--- config.mk ---
export PLATFORM = sky130hd
export DESIGN_NAME = ram_cmd_master
export DESIGN_NICKNAME = d
export VERILOG_FILES = /design/src/rtl/ram_cmd_master.sv
export SDC_FILE = /design/constraint.sdc
export NUM_CORES = 1
export LEC_CHECK = 0
export CAP_MARGIN = 0
export CORE_MARGIN = 5
export CORE_UTILIZATION = 44
export DETAILED_ROUTE_END_ITERATION = 8
export PLACE_DENSITY = 0.8
export SLEW_MARGIN = 15
export SYNTH_ARGS = -nofsm -noshare
export SYNTH_HDL_FRONTEND = slang
export SYNTH_SLANG_ARGS = --single-unit
--- constraint.sdc ---
create_clock -name clk -period 2.9 [get_ports clk]
set_clock_uncertainty 0.15 [all_clocks]
set_input_delay 0.58 -clock clk [delete_from_list [all_inputs] [get_ports clk]]
set_output_delay 0.58 -clock clk [all_outputs]
set_load 0.02 [all_outputs]
--- src/rtl/ram_cmd_master.sv ---
// Host-request to RAM command-word sequencer with read timeout.
// Optional address cache: define RAM_CMD_MASTER_ADDR_CACHE_EN.
module ram_cmd_master #(
    parameter int ADDR_SIZE = 8,
    parameter int TIMEOUT   = 16
) (
    input  logic                 clk,
    input  logic                 rst,
    input  logic                 req_valid,
    output logic                 req_ready,
    input  logic                 req_wr,
    input  logic [ADDR_SIZE-1:0] req_addr,
    input  logic [7:0]           req_wdata,
    output logic                 rsp_valid,
    output logic [7:0]           rsp_rdata,
    output logic                 rsp_err,
    output logic [ADDR_SIZE+1:0] din,
    output logic                 rx_valid,
    input  logic                 tx_valid,
    input  logic [7:0]           dout
);

    localparam int CW = $clog2(TIMEOUT + 1);

    typedef enum logic [2:0] {
        IDLE, WR_ADDR, WR_DATA, RD_ADDR, RD_CMD, RD_WAIT, RESP
    } state_t;

    state_t                 state, nxt;
    logic [ADDR_SIZE-1:0]   addr_q, a_src;
    logic [7:0]             wdata_q, w_src;
    logic [CW-1:0]          cnt, cnt_d;
    logic                   accept;
    logic                   wr_hit, rd_hit;
    logic [ADDR_SIZE+1:0]   din_d;
    logic                   rx_d, rv_d, err_d;
    logic [7:0]             rdata_d;

    assign accept = (state == IDLE) && req_valid && req_ready;
    // The first command word leaves in the same edge that accepts the request.
    assign a_src  = (state == IDLE) ? req_addr  : addr_q;
    assign w_src  = (state == IDLE) ? req_wdata : wdata_q;

`ifdef RAM_CMD_MASTER_ADDR_CACHE_EN
    logic [ADDR_SIZE-1:0] wc_addr, rc_addr;
    logic                 wc_vld, rc_vld;

    assign wr_hit = wc_vld && (wc_addr == req_addr);
    assign rd_hit = rc_vld && (rc_addr == req_addr);

    always_ff @(posedge clk) begin
        if (rst) begin
            wc_addr <= '0;
            rc_addr <= '0;
            wc_vld  <= 1'b0;
            rc_vld  <= 1'b0;
        end else begin
            if (nxt == WR_ADDR) begin
                wc_addr <= a_src;
                wc_vld  <= 1'b1;
            end
            if (nxt == RD_ADDR) begin
                rc_addr <= a_src;
                rc_vld  <= 1'b1;
            end
        end
    end
`else
    assign wr_hit = 1'b0;
    assign rd_hit = 1'b0;
`endif

    always_comb begin
        nxt     = state;
        cnt_d   = cnt;
        rdata_d = '0;
        err_d   = 1'b0;
        case (state)
            IDLE: begin
                if (accept) begin
                    if (req_wr) nxt = wr_hit ? WR_DATA : WR_ADDR;
                    else        nxt = rd_hit ? RD_CMD  : RD_ADDR;
                end
            end
            WR_ADDR: nxt = WR_DATA;
            WR_DATA: nxt = RESP;
            RD_ADDR: nxt = RD_CMD;
            RD_CMD: begin
                nxt   = RD_WAIT;
                cnt_d = '0;
            end
            RD_WAIT: begin
                // Data in the final wait cycle still beats the timeout.
                if (tx_valid) begin
                    nxt     = RESP;
                    rdata_d = dout;
                end else if (cnt == CW'(TIMEOUT - 1)) begin
                    nxt   = RESP;
                    err_d = 1'b1;
                end else begin
                    cnt_d = cnt + 1'b1;
                end
            end
            RESP:    nxt = IDLE;
            default: nxt = IDLE;
        endcase
    end

    always_comb begin
        din_d = '0;
        rx_d  = 1'b0;
        rv_d  = (nxt == RESP);
        case (nxt)
            WR_ADDR: begin
                din_d = {2'b00, a_src};
                rx_d  = 1'b1;
            end
            WR_DATA: begin
                din_d = {2'b01, ADDR_SIZE'(w_src)};
                rx_d  = 1'b1;
            end
            RD_ADDR: begin
                din_d = {2'b10, a_src};
                rx_d  = 1'b1;
            end
            RD_CMD: begin
                din_d = {2'b11, {ADDR_SIZE{1'b0}}};
                rx_d  = 1'b1;
            end
            default: ;
        endcase
    end

    always_ff @(posedge clk) begin
        if (rst) begin
            state     <= IDLE;
            addr_q    <= '0;
            wdata_q   <= '0;
            cnt       <= '0;
            req_ready <= 1'b1;
            rsp_valid <= 1'b0;
            rsp_rdata <= '0;
            rsp_err   <= 1'b0;
            din       <= '0;
            rx_valid  <= 1'b0;
        end else begin
            state     <= nxt;
            cnt       <= cnt_d;
            req_ready <= (nxt == IDLE);
            rsp_valid <= rv_d;
            rsp_rdata <= rdata_d;
            rsp_err   <= err_d;
            din       <= din_d;
            rx_valid  <= rx_d;
            if (accept) begin
                addr_q  <= req_addr;
                wdata_q <= req_wdata;
            end
        end
    end

endmodule
## Word-level counts from Yosys, hierarchy flattened

Cells that the tools add are included.

- Add/sub/neg operators: 1
- Multipliers: 0
- Div/mod/pow operators: 0
- Order comparisons: 0
- Equality and inequality tests: 13
- Shifts and indexed selects: 0
- Multiplexer cells: 13
- Bitwise gates (word level): 2
- Reduce and logical (&&, ||, !) cells: 9

Operator list:

| cell | count |
|---|---|
| $pmux 10 s4 | 1 |
| $pmux 3 s6 | 1 |
| $mux 8 | 2 |
| $eq 3x2->1 const B | 4 |
| $eq 3x3->1 const B | 4 |
| $mux 5 | 2 |
| $pmux 5 s2 | 1 |
| $mux 3 | 3 |
| $eq 3x1->1 const B | 2 |
| $logic_not 3->1 | 2 |
| $reduce_or 3->1 | 2 |
| $add 5x1->5 const B | 1 |
| $eq 5x4->1 const B | 1 |
| $ne 2x2->1 const B | 2 |
| $reduce_or 4->1 | 1 |
| $reduce_and 3->1 | 1 |
| $logic_and 1x1->1 | 2 |
| $mux 1 | 2 |
| $mux 2 | 1 |
| $not 1->1 | 2 |
| $reduce_bool 2->1 | 1 |

- Flip-flop bits (word level): 46
- Bits in latches: 0
- Memory bits (writable): 0
- ROM bits: 0
- Word-level logic and storage cells: 48
- Memories kept: 0

## Longest topological paths before layout

- Word-level depth: 8
- Depth in mapped cells: 7
- Mapped depth without buffers: 6

## Least setup slack after synthesis

No wires, ideal clock.

- Path type: flip-flop to flip-flop
- Start: reg cnt[0]
- End: reg cnt[1]
- Library setup time: 0.070 ns
- Arrival time: 1.806 ns
- Required time: 2.680 ns
- Slack: 0.874 ns
- Stages on the path, launching flop included: 8
- Buffers on the path: 1
- Period minus slack after synthesis: 2.026 ns
- Cells stage by stage: dfxtp_1 -> ha_1 -> and3_1 -> ha_1 -> o21a_1 -> clkbuf_2 -> or4b_1 -> a21oi_1

- Word-level cells in the longest chain between the ends: 4
- Elaborated cells between the ends (all ways): 7
- Those cells by class: add/sub (1); eq/ne (2); mux (3); reduce/logical (1)

Ends and longest elaborated chain:

| what | RTL line | text |
|---|---|---|
| start, declared | 32 | `logic [CW-1:0] cnt, cnt_d;` |
| start signal, assigned | 148 | `cnt <= cnt_d;` |
| $add 5x1->5 | 101 | `cnt_d = cnt + 1'b1;` |
| $mux 5 | 97 | `end else if (cnt == CW'(TIMEOUT - 1)) begin` |
| $mux 5 | 94 | `if (tx_valid) begin` |
| $pmux 5 s2 | 78 | `case (state)` |

Parallel ways exist; a longest one is shown, timed or not. The select of a mux whose other input is x is not followed.
A chain may end at the register's enable or synchronous reset.

## Worst setup path after layout

- Start: reg cnt[0]
- End: reg cnt[3]

The elaborated chain is that of the path after synthesis.

==> metrics.cfg <==
[outcome]
outcome = complete, no violations

[synthesis]
synth_sequential_area_ratio_pct = 51.26
synth-warning-count = 0
post_synth_main_area_contributors = sky130_fd_sc_hd__dfxtp_1 (51%), sky130_fd_sc_hd__a21oi_1 (7.1%), sky130_fd_sc_hd__nand3_1 (5.7%)
synth_area_leader_cell = sky130_fd_sc_hd__dfxtp_1
syn_area_per_cell_sq_um = 9.333
synth_cells = 159
synth_fp_nets = 190
postSynthRegisterBits = 38
area_fraction_of_the_dominant_cell_type_after_synthesis_pct = 51.26
postSynth.topFlopCell = sky130_fd_sc_hd__dfxtp_1
ys_async_sr_fraction_pct = 0
synth_cell_types = 39
synth-edff-count = 0
synthesis.area_sq_um = 1484

[floorplan]
die_area_sq_um = 4634
floorplan.initialDensity_pct = 44.82
die_w_um = 68.08
row_cnt = 21
io_pins = 51
fp.dieH_um = 68.08
core_sq_um = 3311

[place]
dpl.hpwl_mm = 2.525
post-place-ws_ns = 0.5373
port_buffers = 50
place.gp.congestion = 0.7615
placed_cell_area_sq_um = 1974

[sta]
timing.final.ws_setup_ns = 0.6354
hold_slack_ns = 0.3161
period_needed_ns = 2.265
period_share_pct = 78.09
hold_viol = 0
setup_violations = 0
slew-limit-headroom_pct = 59.87
max_slew.worst_pin.slew_ns = 0.6011
tns_ns = 0
rsz_0062_raised_after_global_routing = false
slew_violations = 0
timing.fmax_ghz = 0.4416

[critical_path]
worst_path_class_setup = reg2reg
critical_path.reg2reg.endpoint = cnt[3]$_SDFFE_PP0P_
cp.required_ns = 3.00
critical_path.max_fanout = 11
end_kind = register
startpoint_type = register
reg2reg_from = cnt[0]$_SDFFE_PP0P_
cp_data_arrival_time_ns = 2.36
worst_r2r_path_depth = 6
reg2reg_setup_slack_ns = 0.64

[cells_and_area]
post-route-cell-area_sq_um = 2034
layout.nets = 234
antenna-diode-count = 0
areaGrowthSynthToFinish_pct = 37.10
drive_above_1_share_pct = 7.353

[job]
max_cap_viol_count = 0

[drt]
detail-route-antenna-nets = 0
detail_route.vias_per_cell = 5.180
drt_first_pass_iters = 4
routed-via-count = 1295
route.detailed.drc = 0
route.detailed.wl_per_inst_um = 13.68
detail_route.iter0.violations = 55
route.final.wire_length_mm = 3.419

[clocking]
cts.path.max_buffers = 2
numCtsBuffers = 5
cts_hold_repair.buffers = 0
cts.clk_slew.worst_paths_ns = 0.10
post_cts_resize_count = 0
cts_max_level = 2
clk-insertion-delay-late_ns = 0.33
tritoncts = done
post-cts-setup-buffer-count = 0
tritoncts_num_sinks = 38
cts_root_buffer = sky130_fd_sc_hd__clkbuf_4

[worst_hold_path]
worst_min_delay_path_startpoint = wdata_q[6]$_SDFFE_PP0P_
holdCritPathClass = reg2reg
timing.hold.worst_endpoint = din[6]$_SDFF_PP0_
whs_path_depth = 2

[global_routing]
grt_use_total_pct = 16.11
number_of_global_route_vias_before_repair = 1283
grt_max_degree = 20
grt_first_pass_wirelength_mm = 5.575
globalRouteOverflowTotal = 0
antenna_violations_before_repair = 0

[power_and_ir_drop]
report.power.total_w = 0.001446
power.static_leakage_nw = 0.7052
vdd.ir_drop.worst_v = 0.0003559
p_per_area_nw_per_um2 = 710.9

==> state kept, by name, indices dropped and copies added, names as in the netlist <==
signal,cells
din,10
rsp_rdata,8
wdata_q,8
cnt,5
state,3
req_ready,1
rsp_err,1
rsp_valid,1
rx_valid,1
==> worst max path at each step <==
stage / startpoint / slack [ns] / endpoint
after global placement: tx_valid / 0.65 / cnt[3]$_SDFFE_PP0P_
final: cnt[0]$_SDFFE_PP0P_ / 0.64 / cnt[3]$_SDFFE_PP0P_
after global routing: cnt[0]$_SDFFE_PP0P_ / 0.50 / cnt[3]$_SDFFE_PP0P_
after floorplan: cnt[0]$_SDFFE_PP0P_ / 0.87 / cnt[1]$_SDFFE_PP0P_
after CTS: cnt[0]$_SDFFE_PP0P_ / 0.65 / cnt[3]$_SDFFE_PP0P_
after detailed placement: tx_valid / 0.54 / cnt[3]$_SDFFE_PP0P_
==> metal layers <==
| layer | up-vias | share of wire, % | global-route usage (%) |
|---|---|---|---|
| met2 | 58 | 49 | 25.63 |
| met4 | 0 | 1.8 | 5.707 |
| met1 | 583 | 41 | 19.33 |
| met3 | 7 | 8.5 | 6.897 |
| li1 | 647 | - | - |
| met5 | - | 0 | 0 |
==> synth_stat cells (2+ instances only) <==
cell / count
sky130_fd_sc_hd__a211oi_1: 2
sky130_fd_sc_hd__or4_1: 4
sky130_fd_sc_hd__inv_1: 2
sky130_fd_sc_hd__nand2b_1: 2
sky130_fd_sc_hd__o21ai_0: 11
sky130_fd_sc_hd__buf_4: 2
sky130_fd_sc_hd__clkbuf_1: 7
sky130_fd_sc_hd__o31ai_1: 2
sky130_fd_sc_hd__a21oi_1: 21
sky130_fd_sc_hd__nand3_1: 17
sky130_fd_sc_hd__or3_1: 2
sky130_fd_sc_hd__nor2_1: 3
sky130_fd_sc_hd__dfxtp_1: 38
sky130_fd_sc_hd__and2_1: 8
sky130_fd_sc_hd__buf_6: 3
sky130_fd_sc_hd__xnor2_1: 2
sky130_fd_sc_hd__ha_1: 2
sky130_fd_sc_hd__nand2_1: 10
==> cells in the final DEF, fill, tap and decap left out <==
cell type / count
sky130_fd_sc_hd__clkdlybuf4s50_1: 50
sky130_fd_sc_hd__dfxtp_1: 38
sky130_fd_sc_hd__a21oi_1: 21
sky130_fd_sc_hd__nand3_1: 17
sky130_fd_sc_hd__o21ai_0: 11
sky130_fd_sc_hd__nand2_1: 10
sky130_fd_sc_hd__and2_1: 8
sky130_fd_sc_hd__clkbuf_4: 5
sky130_fd_sc_hd__or4_1: 4
sky130_fd_sc_hd__nor2_1: 3
sky130_fd_sc_hd__inv_1: 2
sky130_fd_sc_hd__xnor2_1: 2
sky130_fd_sc_hd__nand2b_1: 2
sky130_fd_sc_hd__or3_1: 2
sky130_fd_sc_hd__o31ai_1: 2
sky130_fd_sc_hd__a211oi_1: 2
sky130_fd_sc_hd__ha_1: 2
sky130_fd_sc_hd__buf_4: 2
sky130_fd_sc_hd__and3_1: 1
sky130_fd_sc_hd__clkinv_1: 1
sky130_fd_sc_hd__nor4bb_2: 1
sky130_fd_sc_hd__nor3b_2: 1
sky130_fd_sc_hd__o22a_1: 1
sky130_fd_sc_hd__a31o_2: 1
sky130_fd_sc_hd__nor3_1: 1
sky130_fd_sc_hd__nand2b_4: 1
sky130_fd_sc_hd__and4bb_2: 1
sky130_fd_sc_hd__nand3b_1: 1
sky130_fd_sc_hd__nor4b_1: 1
sky130_fd_sc_hd__nor3b_1: 1
sky130_fd_sc_hd__nand4bb_1: 1
sky130_fd_sc_hd__a21boi_0: 1
sky130_fd_sc_hd__a22oi_1: 1
sky130_fd_sc_hd__o21a_1: 1
sky130_fd_sc_hd__or2_2: 1
sky130_fd_sc_hd__or4b_1: 1
sky130_fd_sc_hd__clkinv_2: 1
sky130_fd_sc_hd__clkbuf_8: 1
sky130_fd_sc_hd__clkbuf_1: 1
==> area by class of cell <==
type | count | area [sq um]
Fill cell | 303 | 1276
Inverter | 3 | 11.26
Clock buffer | 7 | 55.05
Sequential cell | 38 | 760.7
Timing Repair Buffer | 52 | 515.5
Multi-Input combinational cell | 103 | 629.4
Tap cell | 46 | 57.56
Clock inverter | 1 | 5.005
==> critical path, cell delays in order (launching register included) <==
cell	delay (ns)
sky130_fd_sc_hd__dfxtp_1	0.36
sky130_fd_sc_hd__ha_1	0.23
sky130_fd_sc_hd__and3_1	0.19
sky130_fd_sc_hd__ha_1	0.20
sky130_fd_sc_hd__o21a_1	0.28
sky130_fd_sc_hd__or4_1	0.52
sky130_fd_sc_hd__a211oi_1	0.26
==> logic make-up (layout without fill, tap and decap cells) <==
| family | Yosys count | after routing | synth area share, % |
|---|---|---|---|
| fa+ha+maj | 2 | 2 | 1.686 |
| compound gates | 41 | 41 | 15.51 |
| buf+inv | 18 | 63 | 6.744 |
| flops | 38 | 38 | 51.26 |
| simple gates | 58 | 58 | 23.61 |
| xor+xnor | 2 | 2 | 1.181 |
==> power breakdown <==
| part | total (W) | internal (W) | switching, W |
|---|---|---|---|
| logic | 0.000481 | 0.000226 | 0.000255 |
| clock network | 0.000281 | 0.000118 | 0.000164 |
| registers | 0.000684 | 0.000604 | 0.0000803 |
==> through the flow <==
step | utilization, % | std cells
3_5_place_dp | 59.64 | 242
4_1_cts | 61.45 | 250
3_3_place_gp | 59.64 | 242
6_report | 61.45 | 250
2_1_floorplan | - | 159
5_1_grt | 61.45 | 250
Note: power is estimated with default switching activity, not from simulation.
==> patch 1 (same settings) <==
Take the reset off `rsp_rdata` and load it in a clocked block of its own.
--- a/src/rtl/ram_cmd_master.sv
+++ b/src/rtl/ram_cmd_master.sv
@@ -140,5 +140,4 @@
             req_ready <= 1'b1;
             rsp_valid <= 1'b0;
-            rsp_rdata <= '0;
             rsp_err   <= 1'b0;
             din       <= '0;
@@ -149,5 +148,4 @@
             req_ready <= (nxt == IDLE);
             rsp_valid <= rv_d;
-            rsp_rdata <= rdata_d;
             rsp_err   <= err_d;
             din       <= din_d;
@@ -160,3 +158,7 @@
     end
 
+    always_ff @(posedge clk) begin
+        rsp_rdata <= rdata_d;
+    end
+
 endmodule
Behaviour: differs if rst is asserted again (counterexample within 10 cycles, from zero or initial values and one cycle with rst high); with rst held inactive, the same outputs for 10 cycles.
==> patch 1 against the original RTL <==
- setup slack gained 0.11 ns
- sequential share of layout area fell by 0.27 points
- sequential cell count did not move
- die area decreased by 0.94%
- routed wire length shrank 4.8%
- cell area rose by 0.74%
- sequential power down 7.5%
- fmax grew 5.2%
- clock power up 23%
- power decreased by 6.8%
- synthesized area down 1.1%
- highest routed layer unchanged
==> patch 1: results (changes against the original RTL) <==
Placement
  – Post-DP HPWL: 2290 um (-9.3%)
  – DP Area: 1970 sq um (-0.13%)
  – Gp weighted congestion: 0.804 (+5.6%)
  – Setup WS pre-CTS: 0.629 ns (+0.0917 ns)
  – Dpl cells: 247 (+2.1%)

Pwr
  – Comb. pwr: 370 uW (-23%)
  – Pwr Density: 658 nW/um^2 (-7.5%)
  – Clk pwr: 345 uW (+23%)
  – Psw: 428 uW (-14%)
  – Leakage: 0.742 nW (+5.2%)
  – Max rail drop VDD: 326 uV (-8.4%)

Critical path
  – Worst EP arrival: 2.27 ns (-0.09 ns)
  – CP Max Fanout: 8 (-3)
  – Slowest Stage Delay on Critical Path: 0.48 ns (-0.04 ns)
  – Worst reg2reg setup slack: 0.75 ns (+0.11 ns)

Global route
  – Grt met3 use: 0.0483 (-0.0207)
  – Global-route wire length before repair: 5090 um (-8.7%)
  – M2 GR Usage: 0.239 (-0.0169)
  – Largest net degree at the start of global routing: 19 (-5.0%)
  – Total track usage: 0.148 (-0.0135)
  – Initial antenna violation count: 0 (unchanged)
  – Met1 usage: 0.172 (-0.0210)
  – Vias in the first global route: 1190 (-7.2%)

Logic synthesis
  – Synth cell types: 35 (-10%)
  – Synth top cells by count: dfxtp_1, a21oi_1, nand3_1, o21ai_0, nand2_1
  – Synthesized area per cell: 9.06 sq um (-2.9%)
  – Async SR Flop Fraction: 0 (unchanged)
  – Largest cells by area after synthesis: dfxtp_1, a21oi_1, nand3_1, and2_1, o21ai_0
  – Mapped Nets: 193 (+1.6%)
  – Seq/Total Area, Yosys: 0.518 (+0.00568)

Routing
  – Avg WL per Cell: 12.8 um (-6.7%)
  – Detailed-route via count: 1307 (+0.93%)
  – Detailed Routing Iterations Pass 1: 4 (unchanged)
  – Top Metal Used: met4
  – WL met2: 1540 um (-7.2%)
  – Wl on met1: 1400 um (-0.43%)
  – Initial DRC Count: 107 (+95%)
  – Met3 wire len: 255 um (-12%)

Final layout
  – Layout cells sized above 1: 0.0622 (-0.0113)
  – Fillers: 265 (-13%)
  – Buffering overhead: 0.252 (-0.00186)
  – Nets: 239 (+2.1%)
  – Multi-input combinational area share: 0.306 (-0.00349)
  – Multi-input gate area in the final layout: 627 sq um (-0.40%)
  – Clock network contribution to total cell area: 0.0379 (+0.00833)
  – Diodes inserted: 0 (unchanged)
  – FF+latch area: 761 sq um (unchanged)
  – Largest registers: din x10, rsp_rdata x8, wdata_q x8
  – Final cell count without fillers: 255 (+2.0%)
  – Count of multi-input gates: 108 (+4.9%)
  – Seq Cell Count: 38 (unchanged)
  – Nonclk buf count: 52 (unchanged)

Timing
  – Hold slack: 0.321 ns (+0.00499 ns)
  – Worst slew pin tran: 0.612 ns (+0.0107 ns)
  – Final period utilization: 0.743 (-0.0383)

Run status
  – Outcome: finished clean

Clocking
  – Worst-skew pair later-pin latency: 0.33 ns (about the same)
patch 1: cell types whose count changed in the layout (fill, tap and decap cells not counted), sizes merged, moves of 2 or more:
cell / delta
nor2: +3
nand4b: +2
or4: -2
clkbuf: -2
and2: +2
o21ai: +2
xnor2: -2
patch 1: final timing paths:
check	startpoint	endpoint	cells past startpoint
max reg2reg	cnt[0]$_SDFFE_PP0P_	cnt[3]$_SDFFE_PP0P_	6
max	cnt[0]$_SDFFE_PP0P_	cnt[3]$_SDFFE_PP0P_	6
min	wdata_q[3]$_SDFFE_PP0P_	din[3]$_SDFF_PP0_	2
min reg2reg	wdata_q[3]$_SDFFE_PP0P_	din[3]$_SDFF_PP0_	2
patch 1: kinds of logic after synthesis:
group                    share of synthesized area
AND/OR/NAND/NOR                              0.248
AO/OA/AOI/OAI                                0.162
flip-flops                                   0.518
buffers and inverters                       0.0546
adder cells (fa/ha/maj)                     0.0170
==> patch 2 (same settings) <==
Made on the original files. The parameter `ADDR_SIZE` goes from 8 to 4.
--- a/src/rtl/ram_cmd_master.sv
+++ b/src/rtl/ram_cmd_master.sv
@@ -2,5 +2,5 @@
 // Optional address cache: define RAM_CMD_MASTER_ADDR_CACHE_EN.
 module ram_cmd_master #(
-    parameter int ADDR_SIZE = 8,
+    parameter int ADDR_SIZE = 4,
     parameter int TIMEOUT   = 16
 ) (
Interface: changed (resized din and req_addr); port bits go from 51 to 43. The function was not compared with the original's and may differ.
==> patch 2 against the original RTL <==
- clock power down 10%
- combinational power down 45%
- first-iteration DRC count down 84%
- power down 30%
- count of clock-buffer cells in the layout unchanged
- synthesized area down 21%
- setup slack better by 0.16 ns
- fmax up 7.6%
- routed wire length down 18%
- cell area down 21%
- highest routed layer unchanged
- critical endpoint unchanged
- sequential cell count down 8
==> patch 2: results (changes against the original RTL) <==
Run status
  – Outcome: finished clean

Pwr
  – Max rail drop VDD: 441 uV (+24%)
  – Internal power: 693 uW (-27%)
  – Leakage: 0.573 nW (-19%)

Routing
  – Avg WL per Cell: 14.8 um (+8.0%)
  – Initial DRC Count: 9 (-84%)
  – Drt via density: 5.33 (+2.8%)

Global route
  – Vias in the first global route: 1012 (-21%)
  – Largest net degree at the start of global routing: 14 (-30%)
  – Total track usage: 0.161 (-0.000292)
  – Global-route wire length before repair: 4400 um (-21%)
  – M2 GR Usage: 0.293 (+0.0367)
  – Grt met3 use: 0.0434 (-0.0256)
  – Met1 usage: 0.164 (-0.0290)

Logic synthesis
  – Synth top cells by count: dfxtp_1, a21oi_1, and2_1, nand3_1, o21ai_0
  – Largest cells by area after synthesis: dfxtp_1, a21oi_1, and2_1, nand3_1, o21ai_0
  – Mapped Nets: 149 (-22%)
  – Synth cell types: 32 (-18%)

Placement
  – Gp weighted congestion: 0.766 (+0.54%)
  – Port Buf Inserts: 38 (-24%)
  – Setup WS pre-CTS: 0.625 ns (+0.0879 ns)
  – Post-DP HPWL: 2110 um (-16%)

Timing
  – Relative slew slack: 0.502 (-0.0966)
  – Min Tclk post-route: 2.11 ns (-0.160 ns)

Final layout
  – Nets: 186 (-21%)
  – Largest registers: rsp_rdata x8, din x6, cnt x5
  – Layout cells sized above 1: 0.0688 (-0.00478)
  – Fillers: 229 (-24%)

Critical path
  – Slowest Stage Delay on Critical Path: 0.46 ns (-0.06 ns)
  – Worst EP arrival: 2.20 ns (-0.16 ns)

Clocking
  – Cts bufs inserted: 5 (unchanged)
  – Root Buffer: clkbuf_4
  – Post-CTS Resized: 0 (unchanged)
-- patch 2: changes by cell type in the layout (fill, tap and decap cells not counted), moves of 3 or more --
cell	before	now
o21ai_0	11	8
clkdlybuf4s50_1	50	38
a21oi_1	21	14
dfxtp_1	38	30
nand2_1	10	4
nand3_1	17	9
-- patch 2: power groups by stage --
stage	clock network [mW]	registers (mW)	logic (mW)
floorplan	0	0.500	0.198
global placement	0	0.505	0.250
detailed placement	0	0.509	0.265
CTS	0.258	0.499	0.265
global route	0.279	0.507	0.292
finish	0.252	0.500	0.264
-- patch 2: worst min path at each step --
stage / start / to / slack [ns] / depth (start not counted)
floorplan: wdata_q[0]$_SDFFE_PP0P_ / din[0]$_SDFF_PP0_ / 0.28 / 2
global placement: wdata_q[0]$_SDFFE_PP0P_ / din[0]$_SDFF_PP0_ / 0.30 / 2
detailed placement: wdata_q[0]$_SDFFE_PP0P_ / din[0]$_SDFF_PP0_ / 0.30 / 2
CTS: wdata_q[0]$_SDFFE_PP0P_ / din[0]$_SDFF_PP0_ / 0.33 / 2
global route: wdata_q[0]$_SDFFE_PP0P_ / din[0]$_SDFF_PP0_ / 0.35 / 2
finish: wdata_q[0]$_SDFFE_PP0P_ / din[0]$_SDFF_PP0_ / 0.33 / 2
-- patch 2: cell type report --
| class | instances | share of cell area |
|---|---|---|
| clock buffers | 7 | 0.0345 |
| clock inverters | 1 | 0.00313 |
| inverters | 4 | 0.00940 |
| multi-input cells | 79 | 0.311 |
| flip-flops and latches | 30 | 0.376 |
| well taps | 30 | 0.0235 |
| repair buffers | 39 | 0.243 |
-- patch 2: metrics by stage --
step	instance area, sq um	hold WS (ns)	std cells
CTS	1600	0.326	190
detailed placement	1540	0.300	182
global placement	1540	0.303	182
finish	1600	0.328	190
floorplan	1180	0.283	122
global route	1600	0.348	190
-- patch 2: worst max-delay path: cells and delay by family (launching register included) --
kind	cells	cell delay, ns
flip-flops	1	0.34
adder cells (fa/ha/maj)	2	0.42
AND/OR/NAND/NOR	2	0.64
AO/OA/AOI/OAI	2	0.49
-- patch 2: metal layers --
metal  wire, um  vias up
met5          0        -
met4         48        0
met3        102        5
li1           -      500
met1       1100      490
met2       1550       17
-- patch 2: logic make-up (layout without fill, tap and decap cells) --
| group | Yosys count | in the layout | synth area share |
|---|---|---|---|
| adders and majority gates | 2 | 2 | 0.0213 |
| buffers and inverters | 13 | 51 | 0.0670 |
| and+or+nand+nor | 46 | 46 | 0.241 |
| DFF | 30 | 30 | 0.511 |
| AOI/OAI and AO/OA | 31 | 31 | 0.160 |
